<file path="src/rtl/mul_div_unit_if.sv">
// Bundle of the operation request, HI/LO move and result signals between
// the execute stage and the iterative multiply/divide unit.
interface mul_div_unit_if #(
    parameter int DATA_W = 32
);
    logic              start;
    logic [1:0]        op;
    logic [DATA_W-1:0] srcA;
    logic [DATA_W-1:0] srcB;
    logic              wrHI;
    logic              wrLO;
    logic [DATA_W-1:0] wrData;
    logic              busy;
    logic              done;
    logic [DATA_W-1:0] HI;
    logic [DATA_W-1:0] LO;

    // Execute-stage side: issues operations and MTHI/MTLO, reads HI/LO
    modport master (
        output start, op, srcA, srcB, wrHI, wrLO, wrData,
        input  busy, done, HI, LO
    );

    // Unit side
    modport slave (
        input  start, op, srcA, srcB, wrHI, wrLO, wrData,
        output busy, done, HI, LO
    );
endinterface

</file>
<file path="src/rtl/mul_div_unit.sv">
// Iterative multiply/divide unit with dedicated HI/LO registers.
// Operands are reduced to magnitudes when the operation starts, one
// shift-add (multiply) or restoring subtract-shift (divide) step is taken
// per cycle for DATA_W cycles, and the sign fix-up is folded into the
// HI/LO write on the last step so the result is visible during FINISH.
module mul_div_unit #(
    parameter int DATA_W = 32
) (
    input  logic           CLK,
    input  logic           Reset,
    mul_div_unit_if.slave  bus
);

    localparam int CNT_W = $clog2(DATA_W);

    localparam logic [1:0] IDLE   = 2'd0;
    localparam logic [1:0] CALC   = 2'd1;
    localparam logic [1:0] FINISH = 2'd2;

    // Magnitude of a possibly signed operand, modulo 2^DATA_W so that the
    // most negative value maps onto itself as an unsigned number.
    function automatic logic [DATA_W-1:0] magnitude(
        input logic signed [DATA_W-1:0] value,
        input logic                     is_signed
    );
        logic [DATA_W-1:0] result;
        if (is_signed && (value < 0)) begin
            result = -value;
        end else begin
            result = value;
        end
        return result;
    endfunction

    // Conditional two's-complement negation of a DATA_W-bit magnitude.
    function automatic logic [DATA_W-1:0] apply_sign(
        input logic [DATA_W-1:0] mag,
        input logic              negate
    );
        return negate ? -mag : mag;
    endfunction

    // Conditional two's-complement negation of a full-width product.
    function automatic logic [2*DATA_W-1:0] apply_sign_wide(
        input logic [2*DATA_W-1:0] mag,
        input logic                negate
    );
        return negate ? -mag : mag;
    endfunction

    logic [1:0]        state;
    logic [CNT_W-1:0]  count;
    logic              is_div;
    logic              neg_main;     // negate product / quotient
    logic              neg_rem;      // negate remainder (dividend sign)
    logic              div_zero;
    logic [DATA_W-1:0] operand_b;    // multiplicand or divisor magnitude
    logic [DATA_W-1:0] hi_acc;       // partial product high half / remainder
    logic [DATA_W-1:0] lo_acc;       // multiplier bits / dividend -> quotient
    logic [DATA_W-1:0] src_a_raw;    // dividend as issued, for divide by zero
    logic [DATA_W-1:0] hi_reg;
    logic [DATA_W-1:0] lo_reg;

    logic [DATA_W:0]   sum_w;
    logic [DATA_W:0]   shifted;
    logic [DATA_W:0]   diff;
    logic [DATA_W-1:0] hi_step;
    logic [DATA_W-1:0] lo_step;
    logic [2*DATA_W-1:0] prod_fix;
    logic [DATA_W-1:0] hi_final;
    logic [DATA_W-1:0] lo_final;

    logic a_neg;
    logic b_neg;
    logic last_step;

    assign a_neg     = bus.srcA[DATA_W-1];
    assign b_neg     = bus.srcB[DATA_W-1];
    assign last_step = (state == CALC) && (count == '0);

    // One iteration of the active algorithm from the current accumulators
    always_comb begin
        sum_w   = {1'b0, hi_acc} + {1'b0, operand_b};
        shifted = {hi_acc, lo_acc[DATA_W-1]};
        diff    = shifted - {1'b0, operand_b};
        hi_step = hi_acc;
        lo_step = lo_acc;
        if (is_div) begin
            // restoring step: keep the trial difference only if it did not borrow
            hi_step = diff[DATA_W] ? shifted[DATA_W-1:0] : diff[DATA_W-1:0];
            lo_step = {lo_acc[DATA_W-2:0], ~diff[DATA_W]};
        end else if (lo_acc[0]) begin
            hi_step = sum_w[DATA_W:1];
            lo_step = {sum_w[0], lo_acc[DATA_W-1:1]};
        end else begin
            hi_step = {1'b0, hi_acc[DATA_W-1:1]};
            lo_step = {hi_acc[0], lo_acc[DATA_W-1:1]};
        end
    end

    // Signed result fix-up applied to the output of the last iteration
    always_comb begin
        prod_fix = apply_sign_wide({hi_step, lo_step}, neg_main);
        hi_final = prod_fix[2*DATA_W-1:DATA_W];
        lo_final = prod_fix[DATA_W-1:0];
        if (is_div) begin
            if (div_zero) begin
                hi_final = src_a_raw;
                lo_final = '1;
            end else begin
                hi_final = apply_sign(hi_step, neg_rem);
                lo_final = apply_sign(lo_step, neg_main);
            end
        end
    end

    // Sequencer and iteration datapath: latch magnitudes, step, finish
    always_ff @(posedge CLK or posedge Reset) begin
        if (Reset) begin
            state     <= IDLE;
            count     <= '0;
            is_div    <= 1'b0;
            neg_main  <= 1'b0;
            neg_rem   <= 1'b0;
            div_zero  <= 1'b0;
            operand_b <= '0;
            hi_acc    <= '0;
            lo_acc    <= '0;
            src_a_raw <= '0;
        end else begin
            case (state)
                IDLE: begin
                    if (bus.start) begin
                        state     <= CALC;
                        count     <= CNT_W'(DATA_W - 1);
                        is_div    <= bus.op[1];
                        neg_main  <= bus.op[0] & (a_neg ^ b_neg);
                        neg_rem   <= bus.op[0] & a_neg;
                        div_zero  <= (bus.srcB == '0);
                        operand_b <= magnitude(bus.srcB, bus.op[0]);
                        lo_acc    <= magnitude(bus.srcA, bus.op[0]);
                        hi_acc    <= '0;
                        src_a_raw <= bus.srcA;
                    end
                end
                CALC: begin
                    hi_acc <= hi_step;
                    lo_acc <= lo_step;
                    if (count == '0) begin
                        state <= FINISH;
                    end else begin
                        count <= count - CNT_W'(1);
                    end
                end
                FINISH: begin
                    state <= IDLE;
                end
                default: begin
                    state <= IDLE;
                end
            endcase
        end
    end

    // HI/LO: result written on the last step, MTHI/MTLO only when idle and not starting
    always_ff @(posedge CLK or posedge Reset) begin
        if (Reset) begin
            hi_reg <= '0;
            lo_reg <= '0;
        end else if (last_step) begin
            hi_reg <= hi_final;
            lo_reg <= lo_final;
        end else if ((state == IDLE) && !bus.start) begin
            if (bus.wrHI) begin
                hi_reg <= bus.wrData;
            end
            if (bus.wrLO) begin
                lo_reg <= bus.wrData;
            end
        end
    end

    assign bus.busy = (state != IDLE);
    assign bus.done = (state == FINISH);
    assign bus.HI   = hi_reg;
    assign bus.LO   = lo_reg;

endmodule

</file>
<file path="src/flat_wrapper.sv">
// flat-port wrapper written by rule: the top's interface ports become plain ports
module mul_div_unit_flat 
#(
    parameter int DATA_W = 32
)
  (CLK, Reset, bus_start, bus_op, bus_srcA, bus_srcB, bus_wrHI, bus_wrLO, bus_wrData, bus_busy, bus_done, bus_HI, bus_LO);
  mul_div_unit_if #(.DATA_W(DATA_W)) bus_i ();
  input  logic CLK;
  input  logic Reset;
  input wire logic [$bits(bus_i.start)-1:0] bus_start;
  input wire logic [$bits(bus_i.op)-1:0] bus_op;
  input wire logic [$bits(bus_i.srcA)-1:0] bus_srcA;
  input wire logic [$bits(bus_i.srcB)-1:0] bus_srcB;
  input wire logic [$bits(bus_i.wrHI)-1:0] bus_wrHI;
  input wire logic [$bits(bus_i.wrLO)-1:0] bus_wrLO;
  input wire logic [$bits(bus_i.wrData)-1:0] bus_wrData;
  output wire logic [$bits(bus_i.busy)-1:0] bus_busy;
  output wire logic [$bits(bus_i.done)-1:0] bus_done;
  output wire logic [$bits(bus_i.HI)-1:0] bus_HI;
  output wire logic [$bits(bus_i.LO)-1:0] bus_LO;
  assign bus_i.start = bus_start;
  assign bus_i.op = bus_op;
  assign bus_i.srcA = bus_srcA;
  assign bus_i.srcB = bus_srcB;
  assign bus_i.wrHI = bus_wrHI;
  assign bus_i.wrLO = bus_wrLO;
  assign bus_i.wrData = bus_wrData;
  assign bus_busy = bus_i.busy;
  assign bus_done = bus_i.done;
  assign bus_HI = bus_i.HI;
  assign bus_LO = bus_i.LO;
  mul_div_unit #(.DATA_W(DATA_W)) u_core (.CLK(CLK), .Reset(Reset), .bus(bus_i));
endmodule
</file>
<file path="config.mk">
export PLATFORM = sky130hd
export DESIGN_NAME = mul_div_unit_flat
export DESIGN_NICKNAME = d
export VERILOG_FILES = /design/src/rtl/mul_div_unit_if.sv /design/src/rtl/mul_div_unit.sv /design/src/flat_wrapper.sv
export SDC_FILE = /design/constraint.sdc
export NUM_CORES = 1
export LEC_CHECK = 0
export BUFFER_PORTS_ARGS = -buffer_cell sky130_fd_sc_hd__buf_2
export CORE_MARGIN = 5
export CORE_UTILIZATION = 35
export DETAILED_ROUTE_END_ITERATION = 6
export PLACE_DENSITY = 0.49
export SLEW_MARGIN = 20
export SYNTH_ARGS = -nofsm -noshare
export SYNTH_HDL_FRONTEND = slang
export SYNTH_SLANG_ARGS = --single-unit
export TNS_END_PERCENT = 5
</file>
<file path="constraint.sdc">
create_clock -name CLK -period 13.8 [get_ports CLK]
set_clock_uncertainty 0.2 [all_clocks]
set_input_delay 0.69 -clock CLK [delete_from_list [all_inputs] [get_ports CLK]]
set_output_delay 0.69 -clock CLK [all_outputs]
set_load 0.02 [all_outputs]
</file>
Yosys cells after proc, flatten, opt, wreduce, memory -nomap -nowiden
Index checks and enable logic that the tools add are counted.
{ "classes": {"n_reduce_logical": 19, "addsub": 8, "n_mux": 30, "bitwise_logic": 4, "n_eq_ne": 5, "magnitude_cmp": 2} }
{ "ops": {"columns": ["operator", "n"], "rows": [
  ["32-bit 2-to-1 mux", 21],
  ["32-bit negator", 4],
  ["32-bit one-hot mux with 2 select lines", 2],
  ["32-bit by 1-bit < comparator with 1-bit output (second input constant)", 2],
  ["64-bit 2-to-1 mux", 1],
  ["64-bit negator", 1],
  ["32-bit by 32-bit adder with 33-bit output", 1],
  ["33-bit by 32-bit subtractor with 33-bit output", 1],
  ["32-bit zero test", 1],
  ["5-bit 2-to-1 mux", 2],
  ["5-bit one-hot mux with 2 select lines", 1],
  ["2-bit AND reduction", 5],
  ["2-bit nonzero test", 5],
  ["2-bit != test (second input constant)", 3],
  ["5-bit zero test", 1],
  ["5-bit by 1-bit subtractor with 5-bit output (second input constant)", 1],
  ["1-bit logical AND", 4],
  ["2-bit 2-to-1 mux", 2],
  ["2-bit one-hot mux with 2 select lines", 1],
  ["3-bit AND reduction", 1],
  ["1-bit bitwise AND", 2],
  ["2-bit by 1-bit equality test with 1-bit output (second input constant)", 1],
  ["2-bit equality test (second input constant)", 1],
  ["2-bit zero test", 1],
  ["3 further kinds", 3]
]} }
{ "word_totals": {"register_bits": 203} }

Longest topological paths before layout
Gate-level depths: netlist of run 1.
{ "logic_depth": {"depth_word": 8, "mapped_depth": 26, "ltp_nobuf": 23} }

Worst setup path before layout of run 1
OpenSTA, ideal clock, no wires.
{ "synth_timing": {"path_type": "register -> register", "start": "register u_core.lo_acc[31]", "end": "register u_core.hi_reg[30] (netlist: u_core.bus.HI[30])", "arrival_time_ns": 5.352, "stages_incl_launch_ff": 25, "setup_ns": 0.104, "path_slack_ns": 8.144, "cell_sequence": "dfrtp_1 > inv_1 > ha_1 > fa_1 > nand2b_1 > a21oi_1 > o211ai_2 > o31ai_4 > a31oi_2 > buf_6 > xnor2_4 > buf_2 > nor2_1 > nor2_1 > ha_1 > o211ai_1 > nor2_1 > nand2_1 > nor3_1 > nand3_1 > or3_1 > or4_1 > o41a_1 > xnor2_1 > a221oi_1"} }
{ "synth_via": {"elab_chain_cells": 8} }
{ "synth_rtl": {"columns": ["item", "line", "source"], "rows": [
  ["from (decl)", "mul_div_unit.sv:59", "logic [DATA_W-1:0] lo_acc;"],
  ["from (signal assigned)", "mul_div_unit.sv:141", "lo_acc <= magnitude(bus.srcA, bus.op[0]);"],
  ["from (signal assigned)", "mul_div_unit.sv:148", "lo_acc <= lo_step;"],
  ["33-bit by 32-bit subtractor with 33-bit output", "mul_div_unit.sv:85", "diff = shifted - {1'b0, operand_b};"],
  ["32-bit 2-to-1 mux", "mul_div_unit.sv:90", "hi_step = diff[DATA_W] ? shifted[DATA_W-1:0] : diff[DATA_W-1:0];"],
  ["32-bit 2-to-1 mux", "mul_div_unit.sv:88", "if (is_div) begin"],
  ["32-bit negator", "mul_div_unit.sv:40", "return negate ? -mag : mag;"],
  ["32-bit 2-to-1 mux", "mul_div_unit.sv:40", null],
  ["32-bit 2-to-1 mux", "mul_div_unit.sv:107", "if (div_zero) begin"],
  ["32-bit 2-to-1 mux *", "mul_div_unit.sv:106", "if (is_div) begin"],
  ["32-bit 2-to-1 mux *", "mul_div_unit.sv:170", "end else if (last_step) begin"],
  ["to (signal assigned)", "mul_div_unit.sv:171", "hi_reg <= hi_final;"],
  ["to (signal assigned)", "mul_div_unit.sv:175", "hi_reg <= bus.wrData;"],
  ["to (decl)", "mul_div_unit.sv:61", "logic [DATA_W-1:0] hi_reg;"]
]} }
Mark *: on every way between the ends. The rest lies on a longest branch, timed or not.
A chain may end at the register's enable or synchronous reset.

Worst setup path in the final report of run 1
Same ends and word-level chain as after synthesis.

==> results_dict.tcl, run 1 <==
set metrics [dict create \
    cts_max_path_buffers 3 \
    grt_usage 0.267 \
    cts.htree.levels 1 \
    die_y_um 237 \
    netlist_instances 2391 \
    ant_nets 0 \
    syn_area_mm2 0.0181 \
    antenna_found_initial 4 \
    drc_errors 0 \
    layout_min_cycle_time_ns 7.00 \
    outcome "complete, no violations" \
    grt_max_degree 85 \
    final_max_slew_viol_count 0 \
    viasPerCell 5.99 \
    die-area_mm2 0.0562 \
    cp_max_fo 19 \
    drtIter0Drc 1824 \
    setup_ws_ns 6.80 \
    yosys_warnings 0 \
    async_reset_ff_frac 1.00 \
    synth_ff_type "dfrtp_1" \
    place_hpwl_um 59700 \
    cap_violations 0 \
    synth-edff-count 0 \
    cp_data_required_time_ns 14.07 \
    rsz0062_at_grt "no" \
    ys_seq_area_frac 0.281 \
    vias 19009 \
    clk_pin_slew_ns 0.06 \
    synth_top_area_frac 0.281 \
    multiInputGateArea_mm2 0.0121 \
    clk_latency_ns 0.58 \
    io_buffers 168 \
    end_kind "flip-flop" \
    drive_gt1_frac 0.120 \
    tns_ns 0 \
    critPathKind "reg2reg" \
    ys_ff_latch 203 \
    ys_types 94 \
    netlist_top_cells_area "dfrtp_1 28%, nand2_1 10%, o21ai_0 5.3%, xnor2_1 4.9%, ha_1 4.8%" \
    rows 83 \
    setup_viol 0 \
    dp_slack_ns 6.88 \
    cts-root-buf "clkbuf_16" \
    finalHoldViolations 0 \
    dp.cells 3125 \
    hold_class "in2reg" \
    tightest_slew_ns 1.12 \
    stdcell_count 3176 \
    fp.dieW_um 237 \
    cts_sinks 203 \
    fillers 5383 \
    worst_setup_path_start_kind "flip-flop" \
    gr-total-overflow 0 \
    syn_area_per_cell_um2 7.55 \
    slew_headroom 0.253 \
    arrival_ns 7.27 \
    yosysTopAreaCell "dfrtp_1" \
    seqCellArea_mm2 0.00508 \
    cts_resized 0 \
    start_util 0.353 \
    io_pins 169 \
    grt_pass1_vias 18152 \
    synth_top_cells_by_count "495 x nand2_1, 203 x dfrtp_1, 192 x o21ai_0" \
    syn_nets 2565 \
    fin_crit_sh 0.507 \
    core_area_mm2 0.0512 \
    cts_buffers 27 \
    drt_first_pass_iters 6 \
    grt_pass1_wl_um 117000 \
    syn_to_final_growth_pct 13.0 \
    fmax_mhz 143 \
    place.gp.congestion 0.987 \
    synth_most_common_cell "nand2_1" \
    wirelength_um 78400 \
    avgRoutedWirePerCell_um 24.7 \
    cts_tree "built" \
    nets 2649 \
]
## flip-flops by register name (all words and copies together), names as in the netlist
name,flops
u_core.operand_b,32
u_core.state,2
u_core.neg_main,1
u_core.count,5
u_core.src_a_raw,32
u_core.lo_acc,32
u_core.bus.HI,32
u_core.hi_acc,32
u_core.bus.LO,32
u_core.div_zero,1
u_core.neg_rem,1
u_core.is_div,1
## layer usage
layer	global-route usage	vias up	wire [um]	share of wire
li1	-	8811	-	-
met1	0.390	9294	35800	0.46
met2	0.403	781	33700	0.43
met3	0.0595	121	7080	0.090
met4	0.0616	2	1820	0.023
met5	0	-	7	0.000089
## logic make-up after synthesis
group / after synthesis / synth area share
compound gates: 678 / 0.249
fa+ha+maj: 71 / 0.0500
flops: 203 / 0.281
buf+inv: 220 / 0.0489
xor+xnor: 176 / 0.0875
simple gates: 972 / 0.243
mux: 71 / 0.0403
## final cells by class
class / instances / share of cell area
Multi-Input combinational cell: 1968 / 0.595
Sequential cell: 203 / 0.249
Timing Repair Buffer: 203 / 0.0542
Tap cell: 680 / 0.0417
Clock buffer: 41 / 0.0377
Inverter: 72 / 0.0136
Clock inverter: 7 / 0.00859
Antenna cell: 2 / 0.000245
## through the flow
| stage | util | hold slack [ns] | cell area (um^2) |
|---|---|---|---|
| finish | 0.398 | 0.154 | 20400 |
| global route | 0.398 | 0.162 | 20400 |
| CTS | 0.398 | 0.129 | 20400 |
| detailed placement | 0.379 | 0.262 | 19400 |
| global placement | 0.379 | 0.260 | 19400 |
| floorplan | - | 0.240 | 18100 |
## path summary, 6_finish.rpt
| kind | startpoint | slack [ns] | cells past startpoint | end |
|---|---|---|---|---|
| max reg2reg | u_core.lo_acc[31]$_DFFE_PP0P_ | 6.80 | 23 | u_core.bus.HI[30]$_DFFE_PP0P_ |
| min in group asynchronous | Reset | 0.52 | 3 | u_core.operand_b[13]$_DFFE_PP0P_ |
| max | u_core.lo_acc[31]$_DFFE_PP0P_ | 6.80 | 23 | u_core.bus.HI[30]$_DFFE_PP0P_ |
| min | bus_srcA[16] | 0.15 | 3 | u_core.src_a_raw[16]$_DFFE_PP0P_ |
| min reg2reg | u_core.src_a_raw[8]$_DFFE_PP0P_ | 0.28 | 2 | u_core.src_a_raw[8]$_DFFE_PP0P_ |
| max in group asynchronous | Reset | 11.44 | 4 | u_core.src_a_raw[23]$_DFFE_PP0P_ |
## repair_timing
item                                    in CTS  in global routing
hold endpoints to repair                     6                  0
buffers inserted                             0                  0
endpoints found under the setup margin       0                  0
hold buffers                                 1                  0
## cells in the final DEF (no fill, tap or decap), types with 13 or more instances in the layout
master,count
xor2_1,72
a32oi_1,35
nor4_1,18
a211oi_1,15
o21a_1,14
nor2_1,140
o221ai_1,33
nand4_1,19
a21oi_1,142
ha_1,69
mux2i_1,61
nand2b_1,27
buf_2,168
xnor2_1,102
or3_1,24
nand2_1,492
dfrtp_1,202
nor2b_1,20
o21ai_0,192
inv_1,70
clkbuf_16,27
buf_4,34
a21o_1,29
o41ai_1,13
and2_1,14
and3_1,19
a31oi_1,28
nand3_1,92
o31ai_1,28
o211ai_1,24
nor3_1,52
## critical path, cell delays in order (launching register included)
cell	delay [ns]
dfrtp_1	0.38
inv_1	0.12
ha_1	0.26
fa_1	0.42
nand2b_1	0.19
a21oi_1	0.27
o211ai_2	0.22
o31ai_4	0.36
a31oi_2	0.13
buf_4	0.26
xnor2_4	0.19
nor2_1	0.09
nor2_1	0.22
ha_1	0.21
o211ai_1	0.13
nor2_1	0.15
nand2_1	0.11
nor3_1	0.37
nand3_1	0.52
or3_1	0.57
or4_1	0.63
o41a_1	0.47
xnor2_1	0.13
a221oi_1	0.26
Power of run 1 is left out: the tool's default activity adds up to more than one toggle a clock period on the data nets, which glitch-free logic cannot reach.
==> run 2: changes to the inputs <==
Clock period 13.8 ns to 7 ns, I/O delays scaled along.
==> run 2 against run 1 <==
Effect of this change: the flow now finishes with violations (design-rule violations); maximum frequency rose by 6.9%; cell count rose by 3.4%; core utilization rose by 2.1 points; count of clock-buffer cells in the layout fell by 1; hold slack got worse by 0.12 ns; critical path depth fell by 6; worst setup slack got worse by 6.3 ns.
==> results_dict.tcl, run 2 (same netlist as run 1, synthesis figures left out) <==
set metrics [dict create \
    fp.dieW_um 237 \
    crit_slowest_cell "xnor2_4" \
    crit_chain "inv_1, ha_1, fa_1, nand2b_1, a21oi_1, o211ai_2, o31ai_4, a31oi_2, buf_4, xnor2_4, mux2i_1, o211ai_4, or4_4, or4_4, nor4_1, mux2i_1, nand2_1" \
    cts_tree "built" \
    cts-root-buf "clkbuf_16" \
    wirelength_um 81100 \
    fmax_mhz 153 \
    end_kind "flip-flop" \
    die-area_mm2 0.0562 \
    grt_max_degree 95 \
    gr-total-overflow 0 \
    place.gp.congestion 0.937 \
    cts_max_path_buffers 3 \
    arrival_ns 6.82 \
    layout_min_cycle_time_ns 6.55 \
    setup_viol 0 \
    hold_class "in2reg" \
    whs_ns 0.0376 \
    vias 19365 \
    drive_gt1_frac 0.123 \
    cts_buffers 28 \
    cts.htree.levels 1 \
    fin_crit_sh 0.936 \
    max_stage_delay_ns 0.83 \
    reg2reg_depth 17 \
    critPathKind "reg2reg" \
    outcome "finished, violations left" \
    cts_sinks 203 \
    place_area_mm2 0.0195 \
    viasPerCell 5.90 \
    final_max_slew_viol_count 0 \
    grt_pass1_wl_um 122000 \
    rows 83 \
    clk_latency_ns 0.59 \
    syn_to_final_growth_pct 18.8 \
    io_buffers 168 \
    antenna_found_initial 4 \
    cp_data_required_time_ns 7.27 \
    nets 2755 \
    cp_max_fo 22 \
    place_hpwl_um 61500 \
    antenna_cells 0 \
    io_pins 169 \
    holdPathStages 3 \
    start_util 0.353 \
    clk_pin_slew_ns 0.06 \
    die_y_um 237 \
    rsz0062_at_grt "no" \
    grt_usage 0.278 \
    ant_nets 0 \
    violations "design-rule violations" \
    final_area_mm2 0.0215 \
    core_area_mm2 0.0512 \
    cts_resized 0 \
    slew_headroom 0.236 \
    finalHoldViolations 0 \
    drt_first_pass_iters 7 \
    drtIter0Drc 1825 \
    avgRoutedWirePerCell_um 24.7 \
    layout_commonest_cell "nand2_1" \
    tns_ns 0 \
    drc_errors 8 \
    cap_violations 0 \
    tightest_slew_ns 1.14 \
    final_cell_mix "492 x nand2_1, 202 x dfrtp_1, 192 x o21ai_0" \
    worst_setup_path_start_kind "flip-flop" \
    grt_pass1_vias 18541 \
]
[run 2: cell type report]
class / count / area, um^2
Timing Repair Buffer: 308 / 2140
Inverter: 72 / 278
Fill cell: 5207 / 29700
Clock buffer: 40 / 816
Sequential cell: 203 / 5080
Multi-Input combinational cell: 1968 / 12100
Tap cell: 680 / 851
Clock inverter: 12 / 166
[run 2: final timing paths]
| path | from | to | slack, ns |
|---|---|---|---|
| worst max-delay path | u_core.lo_acc[31]$_DFFE_PP0P_ | u_core.bus.HI[27]$_DFFE_PP0P_ | 0.45 |
| worst min-delay path | bus_srcB[0] | u_core.operand_b[0]$_DFFE_PP0P_ | 0.04 |
| worst max register to register | u_core.lo_acc[31]$_DFFE_PP0P_ | u_core.bus.HI[27]$_DFFE_PP0P_ | 0.45 |
| worst min register to register | u_core.src_a_raw[12]$_DFFE_PP0P_ | u_core.src_a_raw[12]$_DFFE_PP0P_ | 0.27 |
| max in group asynchronous | Reset | u_core.lo_acc[25]$_DFFE_PP0P_ | 4.86 |
| min in group asynchronous | Reset | u_core.operand_b[6]$_DFFE_PP0P_ | 0.23 |
[run 2: worst max-delay path, delay by kind of cell, from the launching register on]
| family | cells | cell delay, ns |
|---|---|---|
| simple gates | 5 | 1.99 |
| buf+inv | 2 | 0.41 |
| xor+xnor | 1 | 0.83 |
| flops | 1 | 0.38 |
| fa+ha+maj | 2 | 0.65 |
| compound gates | 5 | 1.26 |
| mux | 2 | 0.68 |
[run 2: layer usage]
layer	wire length, um	vias up	track usage
li1	-	8992	-
met1	38300	9560	0.417
met2	34800	735	0.417
met3	6610	78	0.0530
met4	1410	0	0.0532
met5	0	-	0
[run 2: stage by stage]
stage / util / instances / setup WS (ns)
global route: 0.419 / 3283 / 0.0211
floorplan: - / 2391 / 0.911
detailed placement: 0.382 / 3138 / 0.522
finish: 0.419 / 3283 / 0.450
CTS: 0.419 / 3283 / 0.494
global placement: 0.382 / 3138 / 0.679
[run 2: repair_timing]
action,in CTS,in global routing
hold buffers,93,0
hold endpoints to repair,214,0
setup buffers,0,0
Power of run 2 is left out for the same reason.
==> run 3: changes to the inputs <==
Settings changed: CORE_UTILIZATION 35 to 40, PLACE_DENSITY 0.49 to 0.55.
==> run 3 against run 2 <==
Effect of this change: the run ends with negative hold slack left; sequential share of layout area rose by 0.19 points; worst setup slack got worse by 0.032 ns; hold slack got worse by 0.045 ns; core utilization rose by 6.0 points; flip-flop and latch count did not move; critical endpoint is now u_core.bus.HI[29]$_DFFE_PP0P_.
==> results_dict.tcl, run 3 (same netlist as run 1, synthesis figures left out) <==
set metrics [dict create \
    drc_errors 0 \
    io_buffers 168 \
    hold_class "in2reg" \
    grt_pass1_wl_um 118000 \
    die_y_um 222 \
    wirelength_um 79000 \
    cts-root-buf "clkbuf_16" \
    drive_gt1_frac 0.124 \
    die-area_mm2 0.0495 \
    dp_slack_ns 0.536 \
    cts_sinks 203 \
    grt_max_degree 85 \
    place.gp.congestion 0.971 \
    seqCellArea_mm2 0.00508 \
    arrival_ns 6.79 \
    finalHoldViolations 1 \
    slew_headroom 0.268 \
    outcome "finished, violations left" \
    cts_resized 0 \
    violations "negative hold slack" \
    rows 77 \
    cp_max_fo 24 \
    layout_commonest_cell "nand2_1" \
    start_util 0.407 \
    final_cell_mix "492 x nand2_1, 202 x dfrtp_1, 192 x o21ai_0" \
    cap_violations 0 \
    drt_first_pass_iters 7 \
    io_pins 169 \
    fp.dieW_um 222 \
    setup_ws_ns 0.417 \
    place_area_mm2 0.0194 \
    whs_ns -0.00772 \
    cts_buffers 28 \
    avgRoutedWirePerCell_um 24.8 \
    rsz0062_at_grt "no" \
    clk_latency_ns 0.58 \
    final_max_slew_viol_count 0 \
    end_kind "flip-flop" \
    multiInputGateArea_mm2 0.0121 \
    vias 19442 \
    drtIter0Drc 2215 \
    cp_data_required_time_ns 7.21 \
    critPathKind "reg2reg" \
    grt_pass1_vias 18336 \
    viasPerCell 6.10 \
    tns_ns 0 \
    cts_max_path_buffers 3 \
    ant_nets 0 \
    gr-total-overflow 0 \
    final_area_mm2 0.0213 \
    nets 2746 \
    tightest_slew_ns 1.10 \
    antenna_found_initial 3 \
    worst_setup_path_start_kind "flip-flop" \
    grt_usage 0.305 \
    cts_tree "built" \
    fillers 4439 \
    layout_min_cycle_time_ns 6.58 \
    fin_crit_sh 0.940 \
    antenna_cells 0 \
    setup_viol 0 \
    core_area_mm2 0.0444 \
    clk_pin_slew_ns 0.07 \
    syn_to_final_growth_pct 17.9 \
    fmax_mhz 152 \
    cts.htree.levels 1 \
    place_hpwl_um 59900 \
]
[run 3: changes by cell type in the layout (fill, tap and decap cells not counted), sizes merged, moves of 3 or more]
cell         previous run  this run
clkbuf                 40        29
clkinvlp                1         8
dlygate4sd3            93        87
buf                   215       212
bufinv                  3         6
[run 3: critical path, stage by stage, from the launching register on]
cell	delay, ns
dfrtp_1	0.39
inv_1	0.08
ha_1	0.24
fa_1	0.41
nand2b_1	0.18
a21oi_1	0.26
o211ai_2	0.21
o31ai_4	0.37
a31oi_2	0.30
buf_4	0.32
xnor2_4	0.82
mux2i_1	0.41
nor2_1	0.47
nand3_1	0.28
or2_2	0.39
nor4_1	0.50
a211oi_1	0.16
a2111oi_1	0.41
[run 3: path summary, 6_finish.rpt]
| check | from | endpoint | slack [ns] | cells after the start |
|---|---|---|---|---|
| setup reg to reg | u_core.lo_acc[31]$_DFFE_PP0P_ | u_core.bus.HI[29]$_DFFE_PP0P_ | 0.42 | 17 |
| hold / removal | bus_srcB[10] | u_core.operand_b[10]$_DFFE_PP0P_ | -0.008 | 3 |
| setup / recovery | u_core.lo_acc[31]$_DFFE_PP0P_ | u_core.bus.HI[29]$_DFFE_PP0P_ | 0.42 | 17 |
| hold reg to reg | u_core.src_a_raw[31]$_DFFE_PP0P_ | u_core.src_a_raw[31]$_DFFE_PP0P_ | 0.28 | 2 |
| max in group asynchronous | Reset | u_core.is_div$_DFFE_PP0P_ | 4.89 | 4 |
| min in group asynchronous | Reset | u_core.operand_b[4]$_DFFE_PP0P_ | 0.20 | 3 |
[run 3: through the flow]
stage	util	std cells
after floorplan	-	2391
after global placement	0.437	3047
after detailed placement	0.437	3047
after CTS	0.479	3185
after global routing	0.479	3185
final	0.479	3185
[run 3: layout make-up]
cell class                 instances  area share
clock buffer                      29      0.0341
clock inverter                    22      0.0137
inverter                          72      0.0131
multi-input combinational       1968       0.570
sequential                       203       0.239
tap                              592      0.0348
timing repair buffer             299      0.0959
[run 3: layer usage]
metal | up-vias | global-route usage | wire, um
met5 | - | 0 | 13
met4 | 2 | 0.0636 | 1900
met3 | 124 | 0.0591 | 6950
met2 | 833 | 0.457 | 33800
met1 | 9505 | 0.458 | 36300
li1 | 8978 | - | -
[run 3: timing repair]
item,in CTS,in global routing
hold buffers,87,0
hold endpoints to repair,180,0
setup buffers,0,0
Power of run 3 is left out for the same reason.
